<file path="config.mk">
export PLATFORM = sky130hd
export DESIGN_NAME = axis_packet_steer_flat
export DESIGN_NICKNAME = d
export VERILOG_FILES = /design/src/rtl/axis_packet_steer_if.sv /design/src/rtl/axis_packet_steer.sv /design/src/flat_wrapper.sv
export SDC_FILE = /design/constraint.sdc
export NUM_CORES = 1
export LEC_CHECK = 0
export CAP_MARGIN = 20
export CORE_ASPECT_RATIO = 0.75
export CORE_MARGIN = 4
export CORE_UTILIZATION = 49
export CTS_CLUSTER_DIAMETER = 50
export CTS_CLUSTER_SIZE = 20
export DETAILED_ROUTE_END_ITERATION = 8
export GPL_ROUTABILITY_DRIVEN = 0
export MAX_ROUTING_LAYER = met4
export PLACE_DENSITY_LB_ADDON = 0.15
export SLEW_MARGIN = 20
export SYNTH_ARGS = -nofsm -noshare
export SYNTH_HDL_FRONTEND = slang
export SYNTH_SLANG_ARGS = --single-unit
</file>
<file path="constraint.sdc">
create_clock -name clk -period 3.3 [get_ports clk]
set_input_delay 0.495 -clock clk [delete_from_list [all_inputs] [get_ports clk]]
set_output_delay 0.495 -clock clk [all_outputs]
set_load 0.005 [all_outputs]
</file>
<file path="src/rtl/axis_packet_steer_if.sv">
// Signal bundle for axis_packet_steer: packet input, routing-word input and steered output streams.
// The slave modport is the steering stage's view; master is the surrounding environment.
interface axis_packet_steer_if #(
  parameter int DATA_WIDTH = 64,
  parameter int KEEP_WIDTH = DATA_WIDTH / 8,
  parameter int DEST_WIDTH = 32
);
  logic [DATA_WIDTH-1:0] s_packet_axis_tdata;
  logic [KEEP_WIDTH-1:0] s_packet_axis_tkeep;
  logic                  s_packet_axis_tlast;
  logic                  s_packet_axis_tvalid;
  logic                  s_packet_axis_tready;

  logic [DEST_WIDTH-1:0] s_addr_axis_tdata;
  logic                  s_addr_axis_tvalid;
  logic                  s_addr_axis_tready;

  logic [DATA_WIDTH-1:0] m_packet_axis_tdata;
  logic [KEEP_WIDTH-1:0] m_packet_axis_tkeep;
  logic                  m_packet_axis_tlast;
  logic [DEST_WIDTH-1:0] m_packet_axis_tdest;
  logic                  m_packet_axis_tvalid;
  logic                  m_packet_axis_tready;

  modport master (
    output s_packet_axis_tdata, s_packet_axis_tkeep, s_packet_axis_tlast, s_packet_axis_tvalid,
    input  s_packet_axis_tready,
    output s_addr_axis_tdata, s_addr_axis_tvalid,
    input  s_addr_axis_tready,
    input  m_packet_axis_tdata, m_packet_axis_tkeep, m_packet_axis_tlast, m_packet_axis_tdest,
    input  m_packet_axis_tvalid,
    output m_packet_axis_tready
  );

  modport slave (
    input  s_packet_axis_tdata, s_packet_axis_tkeep, s_packet_axis_tlast, s_packet_axis_tvalid,
    output s_packet_axis_tready,
    input  s_addr_axis_tdata, s_addr_axis_tvalid,
    output s_addr_axis_tready,
    output m_packet_axis_tdata, m_packet_axis_tkeep, m_packet_axis_tlast, m_packet_axis_tdest,
    output m_packet_axis_tvalid,
    input  m_packet_axis_tready
  );
endinterface

</file>
<file path="src/rtl/axis_packet_steer.sv">
// Pairs each packet with one routing word, forwards it with that word as tdest or drops it,
// through a registered output slice; counts forwarded and dropped packets.
module axis_packet_steer #(
  parameter int                    DATA_WIDTH  = 64,
  parameter int                    KEEP_WIDTH  = DATA_WIDTH / 8,
  parameter int                    DEST_WIDTH  = 32,
  parameter int                    NUM_DEST    = 4,
  parameter logic [DEST_WIDTH-1:0] DROP_DEST   = '1,
  parameter int                    COUNT_WIDTH = 32
) (
  input  logic                   clk,
  input  logic                   rst_n,
  axis_packet_steer_if.slave     bus,
  output logic [COUNT_WIDTH-1:0] fwd_count,
  output logic [COUNT_WIDTH-1:0] drop_count
);

  localparam logic [1:0] IDLE = 2'd0;
  localparam logic [1:0] FWD  = 2'd1;
  localparam logic [1:0] DROP = 2'd2;

  logic [1:0]            state_q;
  logic [DEST_WIDTH-1:0] dest_q;

  logic                  m_valid_q;
  logic [DATA_WIDTH-1:0] m_data_q;
  logic [KEEP_WIDTH-1:0] m_keep_q;
  logic                  m_last_q;
  logic [DEST_WIDTH-1:0] m_dest_q;

  logic pkt_ready;
  logic addr_fire;
  logic pkt_fire;
  logic load;
  logic addr_drop;

  assign bus.s_addr_axis_tready   = (state_q == IDLE);
  assign bus.s_packet_axis_tready = pkt_ready;

  assign bus.m_packet_axis_tvalid = m_valid_q;
  assign bus.m_packet_axis_tdata  = m_data_q;
  assign bus.m_packet_axis_tkeep  = m_keep_q;
  assign bus.m_packet_axis_tlast  = m_last_q;
  assign bus.m_packet_axis_tdest  = m_dest_q;

  // NOTE: every signal assigned in always_comb gets a default first so no latch is inferred.
  always_comb begin
    pkt_ready = 1'b0;
    case (state_q)
      FWD:     pkt_ready = !m_valid_q || bus.m_packet_axis_tready;
      DROP:    pkt_ready = 1'b1;
      default: pkt_ready = 1'b0;
    endcase
  end

  assign addr_fire = bus.s_addr_axis_tvalid && (state_q == IDLE);
  assign pkt_fire  = bus.s_packet_axis_tvalid && pkt_ready;
  assign load      = pkt_fire && (state_q == FWD);
  // The drop code wins even when it is numerically a legal destination.
  assign addr_drop = (bus.s_addr_axis_tdata == DROP_DEST) ||
                     (bus.s_addr_axis_tdata >= DEST_WIDTH'(NUM_DEST));

  // NOTE: sequential state uses non-blocking assignments so every flop samples pre-edge values.
  always_ff @(posedge clk or negedge rst_n) begin
    if (!rst_n) begin
      state_q <= IDLE;
      dest_q  <= '0;
    end else begin
      case (state_q)
        IDLE: if (addr_fire) begin
          dest_q  <= bus.s_addr_axis_tdata;
          state_q <= addr_drop ? DROP : FWD;
        end
        FWD, DROP: if (pkt_fire && bus.s_packet_axis_tlast) state_q <= IDLE;
        default: state_q <= IDLE;
      endcase
    end
  end

  // NOTE: the output data registers are reset too, so m-side fields read 0 straight out of reset.
  always_ff @(posedge clk or negedge rst_n) begin
    if (!rst_n) begin
      m_valid_q <= 1'b0;
      m_data_q  <= '0;
      m_keep_q  <= '0;
      m_last_q  <= 1'b0;
      m_dest_q  <= '0;
    end else if (load) begin
      m_valid_q <= 1'b1;
      m_data_q  <= bus.s_packet_axis_tdata;
      m_keep_q  <= bus.s_packet_axis_tkeep;
      m_last_q  <= bus.s_packet_axis_tlast;
      m_dest_q  <= dest_q;
    end else if (bus.m_packet_axis_tready) begin
      m_valid_q <= 1'b0;
    end
  end

  // Counters advance on the tlast acceptance edge, independent of the output handshake.
  always_ff @(posedge clk or negedge rst_n) begin
    if (!rst_n) begin
      fwd_count  <= '0;
      drop_count <= '0;
    end else if (pkt_fire && bus.s_packet_axis_tlast) begin
      if (state_q == FWD)  fwd_count  <= fwd_count + COUNT_WIDTH'(1);
      if (state_q == DROP) drop_count <= drop_count + COUNT_WIDTH'(1);
    end
  end

endmodule

</file>
<file path="src/flat_wrapper.sv">
// flat-port wrapper written by rule: the top's interface ports become plain ports
module axis_packet_steer_flat 
#(
  parameter int                    DATA_WIDTH  = 64,
  parameter int                    KEEP_WIDTH  = DATA_WIDTH / 8,
  parameter int                    DEST_WIDTH  = 32,
  parameter int                    NUM_DEST    = 4,
  parameter logic [DEST_WIDTH-1:0] DROP_DEST   = '1,
  parameter int                    COUNT_WIDTH = 32
)
  (clk, rst_n, fwd_count, drop_count, bus_s_packet_axis_tdata, bus_s_packet_axis_tkeep, bus_s_packet_axis_tlast, bus_s_packet_axis_tvalid, bus_s_packet_axis_tready, bus_s_addr_axis_tdata, bus_s_addr_axis_tvalid, bus_s_addr_axis_tready, bus_m_packet_axis_tdata, bus_m_packet_axis_tkeep, bus_m_packet_axis_tlast, bus_m_packet_axis_tdest, bus_m_packet_axis_tvalid, bus_m_packet_axis_tready);
  axis_packet_steer_if #(.DATA_WIDTH(DATA_WIDTH), .KEEP_WIDTH(KEEP_WIDTH), .DEST_WIDTH(DEST_WIDTH)) bus_i ();
  input  logic clk;
  input  logic rst_n;
  output logic [COUNT_WIDTH-1:0] fwd_count;
  output logic [COUNT_WIDTH-1:0] drop_count;
  input wire logic [$bits(bus_i.s_packet_axis_tdata)-1:0] bus_s_packet_axis_tdata;
  input wire logic [$bits(bus_i.s_packet_axis_tkeep)-1:0] bus_s_packet_axis_tkeep;
  input wire logic [$bits(bus_i.s_packet_axis_tlast)-1:0] bus_s_packet_axis_tlast;
  input wire logic [$bits(bus_i.s_packet_axis_tvalid)-1:0] bus_s_packet_axis_tvalid;
  output wire logic [$bits(bus_i.s_packet_axis_tready)-1:0] bus_s_packet_axis_tready;
  input wire logic [$bits(bus_i.s_addr_axis_tdata)-1:0] bus_s_addr_axis_tdata;
  input wire logic [$bits(bus_i.s_addr_axis_tvalid)-1:0] bus_s_addr_axis_tvalid;
  output wire logic [$bits(bus_i.s_addr_axis_tready)-1:0] bus_s_addr_axis_tready;
  output wire logic [$bits(bus_i.m_packet_axis_tdata)-1:0] bus_m_packet_axis_tdata;
  output wire logic [$bits(bus_i.m_packet_axis_tkeep)-1:0] bus_m_packet_axis_tkeep;
  output wire logic [$bits(bus_i.m_packet_axis_tlast)-1:0] bus_m_packet_axis_tlast;
  output wire logic [$bits(bus_i.m_packet_axis_tdest)-1:0] bus_m_packet_axis_tdest;
  output wire logic [$bits(bus_i.m_packet_axis_tvalid)-1:0] bus_m_packet_axis_tvalid;
  input wire logic [$bits(bus_i.m_packet_axis_tready)-1:0] bus_m_packet_axis_tready;
  assign bus_i.s_packet_axis_tdata = bus_s_packet_axis_tdata;
  assign bus_i.s_packet_axis_tkeep = bus_s_packet_axis_tkeep;
  assign bus_i.s_packet_axis_tlast = bus_s_packet_axis_tlast;
  assign bus_i.s_packet_axis_tvalid = bus_s_packet_axis_tvalid;
  assign bus_s_packet_axis_tready = bus_i.s_packet_axis_tready;
  assign bus_i.s_addr_axis_tdata = bus_s_addr_axis_tdata;
  assign bus_i.s_addr_axis_tvalid = bus_s_addr_axis_tvalid;
  assign bus_s_addr_axis_tready = bus_i.s_addr_axis_tready;
  assign bus_m_packet_axis_tdata = bus_i.m_packet_axis_tdata;
  assign bus_m_packet_axis_tkeep = bus_i.m_packet_axis_tkeep;
  assign bus_m_packet_axis_tlast = bus_i.m_packet_axis_tlast;
  assign bus_m_packet_axis_tdest = bus_i.m_packet_axis_tdest;
  assign bus_m_packet_axis_tvalid = bus_i.m_packet_axis_tvalid;
  assign bus_i.m_packet_axis_tready = bus_m_packet_axis_tready;
  axis_packet_steer #(.DATA_WIDTH(DATA_WIDTH), .KEEP_WIDTH(KEEP_WIDTH), .DEST_WIDTH(DEST_WIDTH), .NUM_DEST(NUM_DEST), .DROP_DEST(DROP_DEST), .COUNT_WIDTH(COUNT_WIDTH)) u_core (.clk(clk), .rst_n(rst_n), .bus(bus_i), .fwd_count(fwd_count), .drop_count(drop_count));
endmodule
</file>
==> results of run 1 <==
[layout make-up]
class	instances	area, µm²
Clock inverter	9	68.8
Multi-Input combinational cell	364	3050
Fill cell	1091	4390
Antenna cell	1	2.50
Sequential cell	204	5100
Clock buffer	19	443
Inverter	6	22.5
Timing Repair Buffer	291	2920
Tap cell	210	263
[kinds of logic (layout without fill, tap and decap cells)]
| logic type | Yosys count | in the layout | share of synthesized area |
|---|---|---|---|
| buf+inv | 26 | 325 | 0.0133 |
| mux | 137 | 137 | 0.187 |
| other cells | 0 | 1 | 0 |
| flops | 204 | 204 | 0.618 |
| simple gates | 153 | 153 | 0.103 |
| compound gates | 7 | 7 | 0.00576 |
| xor+xnor | 62 | 62 | 0.0657 |
| fa+ha+maj | 5 | 5 | 0.00757 |
[final timing paths]
kind / endpoint / slack, ps / depth (start not counted)
max reg2reg: u_core.fwd_count[15]$_DFFE_PN0P_ / 930 / 6
max in group asynchronous: u_core.dest_q[4]$_DFFE_PN0P_ / 2320 / 2
min: u_core.bus.m_packet_axis_tdata[47]$_DFFE_PN0P_ / 90 / 1
max: bus_s_packet_axis_tready / 780 / 4
min reg2reg: u_core.drop_count[31]$_DFFE_PN0P_ / 490 / 1
min in group clk: u_core.drop_count[31]$_DFFE_PN0P_ / 490 / 1
[worst register-to-register path: stages (launching register included)]
cell     delay, ps
dfrtp_1        390
inv_1           80
ha_1           390
nand4_2        220
nor4_1         780
nand4_1        210
xnor2_1        160
[through the flow]
step | instances | power [mW] | setup WS, ps
after floorplan | 594 | 3.14 | 1300
after global placement | 1075 | 3.44 | 846
after detailed placement | 1075 | 3.49 | 776
after CTS | 1103 | 5.41 | 775
after global routing | 1104 | 5.60 | 700
final | 1104 | 5.35 | 785
[flip-flops by register name (all words and copies together), names as in the netlist]
| name | flops |
|---|---|
| u_core.dest_q | 32 |
| u_core.fwd_count | 32 |
| u_core.state_q | 2 |
| u_core.bus.m_packet_axis_tvalid | 1 |
| u_core.drop_count | 32 |
| u_core.bus.m_packet_axis_tdata | 64 |
| u_core.bus.m_packet_axis_tdest | 32 |
| u_core.bus.m_packet_axis_tkeep | 8 |
| u_core.bus.m_packet_axis_tlast | 1 |
[metal layers]
metal | vias to the layer above | wire [µm] | GRT usage
met5 | - | 0 | -
met4 | 0 | 480 | 0.0511
met3 | 34 | 1620 | 0.0651
met2 | 198 | 10300 | 0.368
met1 | 2944 | 8450 | 0.290
li1 | 2707 | - | -
[cell usage in the layout (no fill, tap or decap), types with 11 or more instances in the layout]
master,Yosys,layout
nand2_1,32,32
mux2_2,137,137
and3_1,12,12
nor4_1,18,18
xnor2_1,51,51
clkbuf_16,0,17
nand4_1,31,31
clkdlybuf4s50_1,0,280
xor2_1,11,11
dfrtp_1,204,204
nand3_1,28,28
[power by group]
part           switching [mW]  internal [mW]  total (mW)  leakage (nW)
Combinational           0.248          0.370       0.619          2.23
Sequential              0.116           2.70        2.82          2.77
Clock                   0.928          0.990        1.92         0.248
==> results.cfg, run 1 <==
[critical_path]
worstSetupStartpoint = u_core.state_q[1]$_DFFE_PN0P_
crit_arrival_ps = 2020
slowest_delay_ps = 530
critPathRequiredTime_ps = 2800
critPathKind = reg -> out
crit_family = buffers and inverters
worstPathCellList = inv_1 > ha_1 > nor2b_1 > clkdlybuf4s50_1
critPathBufInv = 2
worst_setup_path_start_kind = flop
end_kind = output port
reg2reg_from = u_core.state_q[1]$_DFFE_PN0P_
critical_path_peak_fanout = 6
slowest_stage = clkdlybuf4s50_1

[sta]
min_period_ps = 2520
finalSetupViolCount = 0
relSlewSlack = 0.334
skew_ps = 17.9
grt_setup_unrepaired = no
period_share = 0.762
worst_pin_slew_ps = 991
finalSetupTns_ps = 0
hold_viol = 0
whs_ps = 85.5
slew_viol_final = 0
fmaxAchievable_ghz = 0.398

[finish]
fin_util = 0.730
drive_gt1_frac = 0.205
fin_nets = 999
area_growth_pct = 43.7
stdcell_area_mm2 = 0.0119

[clock_tree]
path_clk_slew_ps = 80
cts_sinks = 204
clockRootBuffer = clkbuf_16
cts_tree = built
cts_htree_levels = 1
numCtsBuffers = 17
postCtsSetupRepairBufs = 0
cts-hold-fix-buffers = 0
cts-resized-gates = 0
clockBufferDepth = 3
worstSkewPairLatency_ps = 470

[synth]
synth_area_mm2 = 0.00826
yosysSeqAreaShare = 0.618
synth_top_cells_by_count = dfrtp_1, mux2_2, xnor2_1
async_flop_share = 1.00
synth.top_cell.area_share = 0.618
yosys-top-cells-area = dfrtp_1, mux2_2, xnor2_1
synth_top_flop_cell = dfrtp_1
synth_edf_count = 0
ys_types = 33
synthCells = 594
synth_most_common_cell = dfrtp_1
syn_nets = 709
synth.avg_cell_area_um2 = 13.9
synth_top_area_cell = dfrtp_1
ys_seq_elements = 204
ys_warn_count = 0

[route]
post_drt_wl_per_cell_um = 18.9
drc = 0
first_iter_violations = 280
vias_per_cell = 5.33
drt_wl_total_mm = 20.9
drt_first_pass_iters = 4
ant_nets = 0
vias = 5883

[flow_run]
maxCapViolations = 0

[floorplanning]
die_area_mm2 = 0.0190
fp.dieH_um = 120
io_pins = 282
dieWidth_um = 158
core-area_mm2 = 0.0163
start_util = 0.508
rows = 40

[grt]
grt_pass1_vias = 6339
antenna_found_initial = 1
grt_pass1_wl_mm = 33.9
track_usage = 0.228
grt-ovfl-total = 0
grt_max_degree = 96

[placed_design]
numPortBuffers = 281
place_area_mm2 = 0.0114
dp_hpwl_mm = 15.4

[power]
ir_worst_vdd_uv = 446
powerDensity_mw_per_mm2 = 451
leakage_nw = 5.24

[hold_path]
hp-class = in -> async

[run_status]
status = finished, final reports clean
Power figures use the tool's default switching activity.
==> inputs of run 2 (changes only) <==
--- a/config.mk
+++ b/config.mk
@@ -8,7 +8,7 @@
 export CAP_MARGIN = 20
 export CORE_ASPECT_RATIO = 0.75
 export CORE_MARGIN = 4
-export CORE_UTILIZATION = 49
+export CORE_UTILIZATION = 41
 export CTS_CLUSTER_DIAMETER = 50
 export CTS_CLUSTER_SIZE = 20
 export DETAILED_ROUTE_END_ITERATION = 8
==> constraint.sdc (replaced) <==
create_clock -name clk -period 2.2 [get_ports clk]
set_input_delay 0.33 -clock clk [delete_from_list [all_inputs] [get_ports clk]]
set_output_delay 0.33 -clock clk [all_outputs]
set_load 0.005 [all_outputs]
==> run 2 against run 1 <==
Net effect:
- combinational power up 60%
- hold slack better by 320 ps
- cell count rose by 5.6%
- register-to-register slack worse by 830 ps
- sequential power grew 50%
- sequential share of layout area fell by 1.3 points
- count of clock-buffer cells in the layout rose by 3
- die area is 18% higher
- flip-flop and latch count unchanged
- design area rose by 3.2%
- first-iteration DRC count fell by 1.8%
- critical path type is now reg -> reg
- largest cell class unchanged
- largest power group unchanged
==> results.cfg, run 2 (synthesized netlist as in run 1, its figures left out) <==
[critical_path]
critical_path_peak_fanout = 5
critPathKind = reg -> reg
worst_setup_path_start_kind = flop
crit_arrival_ps = 2510
critPathRequiredTime_ps = 2600
end_kind = flop

[route]
first_iter_violations = 275
vias = 5896
drt_wl_total_mm = 21.3
drc = 0
drt_first_pass_iters = 4
ant_nets = 0
post_drt_wl_per_cell_um = 18.3
vias_per_cell = 5.06

[grt]
grt_pass1_wl_mm = 33.6
track_usage = 0.192
grt_max_degree = 58
grt-ovfl-total = 0
antenna_found_initial = 0
grt_pass1_vias = 6291

[sta]
fmaxAchievable_ghz = 0.476
relSlewSlack = 0.572
period_share = 0.955
finalSetupViolCount = 0
worst_pin_slew_ps = 639
grt_setup_unrepaired = no
hold_viol = 0
slew_viol_final = 0
min_period_ps = 2100
skew_ps = 10.5

[floorplanning]
dieWidth_um = 172
rows = 44
start_util = 0.422
die_area_mm2 = 0.0225
fp.dieH_um = 131
core-area_mm2 = 0.0196
io_pins = 282

[run_status]
status = finished, final reports clean

[clock_tree]
worstSkewPairLatency_ps = 480
cts_tree = built
cts_htree_levels = 1
numCtsBuffers = 19
cts_sinks = 204
clockRootBuffer = clkbuf_16
path_clk_slew_ps = 70
clockBufferDepth = 3

[placed_design]
place_area_mm2 = 0.0115
dp_hpwl_mm = 15.8
place_inst = 1131
numPortBuffers = 281

[finish]
largest_reg_flops = 64
stdcell_area_mm2 = 0.0123
most-common-layout-cells = clkdlybuf4s50_1, dfrtp_1, mux2_2, xnor2_1, nand2_1
fin_nets = 1016
drive_gt1_frac = 0.228
final_common_cell = clkdlybuf4s50_1
fin_util = 0.625
nFillCells = 1531
stdcell_count = 1166
area_growth_pct = 48.4
diodes = 0

[hold_path]
hp-class = in -> async

[power]
finalPower_mw = 8.68
powerDensity_mw_per_mm2 = 708
ir_worst_vdd_uv = 607
leakage_nw = 5.42

[flow_run]
maxCapViolations = 0
[run 2: path summary, 6_finish.rpt]
check / from / to / slack (ps) / depth (start not counted)
worst max-delay path: u_core.state_q[1]$_DFFE_PN0P_ / u_core.fwd_count[25]$_DFFE_PN0P_ / 100 / 6
worst min-delay path: rst_n / u_core.bus.m_packet_axis_tdata[52]$_DFFE_PN0P_ / 400 / 2
worst max register to register: u_core.state_q[1]$_DFFE_PN0P_ / u_core.fwd_count[25]$_DFFE_PN0P_ / 100 / 6
worst min register to register: u_core.fwd_count[31]$_DFFE_PN0P_ / u_core.fwd_count[31]$_DFFE_PN0P_ / 470 / 1
max in group asynchronous: rst_n / u_core.bus.m_packet_axis_tdest[5]$_DFFE_PN0P_ / 1160 / 3
min in group clk: bus_s_packet_axis_tdata[32] / u_core.bus.m_packet_axis_tdata[32]$_DFFE_PN0P_ / 460 / 2
[run 2: through the flow]
step | hold slack (ps) | setup TNS [ps] | setup slack, ps
2_1_floorplan | 34.4 | 0 | 199
3_3_place_gp | 349 | 0 | 19.3
3_5_place_dp | 354 | -1410 | -159
4_1_cts | 405 | 0 | 73.4
5_1_grt | 438 | 0 | 3.95
6_report | 402 | 0 | 98.8
[run 2: layer usage]
layer / wire [µm] / track usage / up-vias
li1: - / - / 2742
met1: 8670 / 0.240 / 2904
met2: 10300 / 0.309 / 228
met3: 2120 / 0.0668 / 22
met4: 299 / 0.0323 / 0
met5: 0 / - / -
[run 2: area by class of cell]
class	count	area [µm²]	share of cell area
Inverter	6	22.5	0.00184
Sequential cell	204	5100	0.416
Timing Repair Buffer	306	3070	0.250
Clock buffer	22	507	0.0413
Tap cell	253	317	0.0258
Clock inverter	11	150	0.0122
Multi-Input combinational cell	364	3090	0.252
[run 2: where the power goes]
group          total [mW]  leakage, nW  switching [mW]  internal [mW]
registers            4.23         2.77           0.175           4.05
clock network        3.46        0.323            1.43           2.03
logic               0.992         2.33           0.387          0.605
[run 2: what timing repair did]
item                       CTS  global route
pin swaps                    0             1
setup buffers                1             0
hold buffers                 1             0
setup endpoints to repair   11             4
gates resized for setup      7             1
hold endpoints to repair    51             0
[run 2: worst max-delay path, cell delays in order (launching register included)]
cell,delay [ps]
dfrtp_1,400
inv_1,130
ha_2,240
nand4_2,120
or4_4,570
nor4_1,390
xor2_1,190
==> inputs of run 3 (changes only) <==
--- a/config.mk
+++ b/config.mk
@@ -6,9 +6,11 @@
 export NUM_CORES = 1
 export LEC_CHECK = 0
 export CAP_MARGIN = 20
+export CELL_PAD_IN_SITES_DETAIL_PLACEMENT = 0
+export CELL_PAD_IN_SITES_GLOBAL_PLACEMENT = 1
 export CORE_ASPECT_RATIO = 0.75
 export CORE_MARGIN = 4
-export CORE_UTILIZATION = 41
+export CORE_UTILIZATION = 32
 export CTS_CLUSTER_DIAMETER = 50
 export CTS_CLUSTER_SIZE = 20
 export DETAILED_ROUTE_END_ITERATION = 8
==> run 3 against run 2 <==
Net effect:
- sequential power about the same
- clock skew up 6.6 ps
- core utilization down 12 points
- global-route usage down 3.1 points
- design area up 3.2%
- hold slack worse by 39 ps
- largest power group is now clock
- first-iteration DRC count down 24%
- non-clock buffer count up 4
==> results.cfg, run 3 (synthesized netlist as in run 1, its figures left out) <==
[finish]
fin_nets = 1026
fin_util = 0.502
most-common-layout-cells = clkdlybuf4s50_1, dfrtp_1, mux2_2, xnor2_1, nand2_1
area_growth_pct = 53.1
largest_reg_flops = 64
drive_gt1_frac = 0.242
final_common_cell = clkdlybuf4s50_1

[floorplanning]
core-area_mm2 = 0.0252
dieWidth_um = 194
rows = 50
fp.dieH_um = 147
start_util = 0.328
die_area_mm2 = 0.0285
io_pins = 282

[critical_path]
reg2reg_depth = 6
r2r_end = u_core.fwd_count[25]$_DFFE_PN0P_
critPathRequiredTime_ps = 1870
r2r_slack_ps = 120
crit_arrival_ps = 1800
worstSetupStartpoint = u_core.state_q[0]$_DFFE_PN0P_
critical_path_peak_fanout = 3
endpoint = bus_s_packet_axis_tready
end_kind = output port
worst_setup_path_start_kind = flop
reg2reg_from = u_core.state_q[1]$_DFFE_PN0P_
critPathKind = reg -> out

[grt]
track_usage = 0.161
grt-ovfl-total = 0
grt_pass1_vias = 6516
grt_pass1_wl_mm = 36.4
antenna_found_initial = 1
grt_max_degree = 63

[route]
post_drt_wl_per_cell_um = 18.1
first_iter_violations = 209
drc = 0
drt_wl_total_mm = 23.0
vias_per_cell = 4.68
drt_first_pass_iters = 4
vias = 5929
ant_nets = 0

[clock_tree]
cts_sinks = 204
path_clk_slew_ps = 70
numCtsBuffers = 25
worstSkewPairLatency_ps = 520
cts_tree = built
clockBufferDepth = 3
clockRootBuffer = clkbuf_16
cts_htree_levels = 1

[placed_design]
numPortBuffers = 281
dp_hpwl_mm = 16.8
place_ws_ps = 0.642

[hold_path]
hp-class = in -> async

[sta]
period_share = 0.968
skew_ps = 17.1
finalSetupTns_ps = 0
min_period_ps = 2130
grt_setup_unrepaired = yes
hold_viol = 0
fmaxAchievable_ghz = 0.469
finalSetupViolCount = 0
setup_ws_ps = 69.9
worst_pin_slew_ps = 564
relSlewSlack = 0.621
slew_viol_final = 0

[flow_run]
maxCapViolations = 0

[power]
clkPwrFrac = 0.453
switchingPower_mw = 2.49
p_seq_frac = 0.443
switching_share = 0.262
p_int_mw = 7.02
pwr-share-comb = 0.103
leakage_nw = 5.55
powerDensity_mw_per_mm2 = 753
ir_worst_vdd_uv = 507

[run_status]
status = finished, final reports clean
## run 3: repair_timing
item                                    4_1_cts  5_1_grt
hold buffers                                  1        0
gates cloned                                  0        1
endpoints found under the setup margin        1       26
gates resized for setup                       4        7
setup buffers                                 0        1
hold endpoints to repair                     56        0
pin swaps                                     0        2
## run 3: power groups by stage
stage	Combinational [mW]	Sequential (mW)	Clock, mW
global placement	0.952	4.27	0
CTS	0.989	4.22	4.48
finish	0.984	4.22	4.31
floorplan	0.473	4.23	0
detailed placement	0.979	4.29	0
global route	1.07	4.25	4.62
## run 3: worst min-delay path by stage
stage | to | depth (start not counted) | slack, ps | from
floorplan | u_core.bus.m_packet_axis_tdata[0]$_DFFE_PN0P_ | 0 | 30 | rst_n
global placement | u_core.bus.m_packet_axis_tdata[55]$_DFFE_PN0P_ | 1 | 350 | rst_n
detailed placement | u_core.bus.m_packet_axis_tdata[55]$_DFFE_PN0P_ | 1 | 360 | rst_n
CTS | u_core.bus.m_packet_axis_tdata[55]$_DFFE_PN0P_ | 2 | 360 | rst_n
global route | u_core.bus.m_packet_axis_tdata[55]$_DFFE_PN0P_ | 2 | 410 | rst_n
finish | u_core.bus.m_packet_axis_tdata[55]$_DFFE_PN0P_ | 2 | 360 | rst_n
## run 3: per-stage QoR
stage / cell area [µm²] / cells / power, mW / hold WS [ps]
5_1_grt: 12600 / 1268 / 9.94 / 406
3_5_place_dp: 11700 / 1219 / 5.27 / 360
6_report: 12600 / 1268 / 9.52 / 363
4_1_cts: 12600 / 1265 / 9.69 / 364
2_1_floorplan: 8260 / 594 / 4.71 / 34.4
3_3_place_gp: 11700 / 1219 / 5.22 / 346
## run 3: area by class of cell
cell class	count	area (µm²)
Fill cell	2193	12600
Sequential cell	204	5100
Multi-Input combinational cell	364	3110
Timing Repair Buffer	310	3100
Clock buffer	25	626
Tap cell	338	423
Clock inverter	20	265
Inverter	6	22.5
Antenna cell	1	2.50
## run 3: per-layer routing
| layer | track usage | up-vias | share of wire |
|---|---|---|---|
| li1 | - | 2767 | - |
| met1 | 0.202 | 2892 | 0.43 |
| met2 | 0.249 | 231 | 0.46 |
| met3 | 0.0573 | 39 | 0.088 |
| met4 | 0.0407 | 0 | 0.024 |
| met5 | - | - | 0 |
## run 3: critical path, cell delays in order (launching register included)
cell and delay (ps):
dfrtp_1 380, buf_4 150, ha_4 160, buf_4 140
a21oi_2 140, nor2b_2 60, dlygate4sd2_1 260
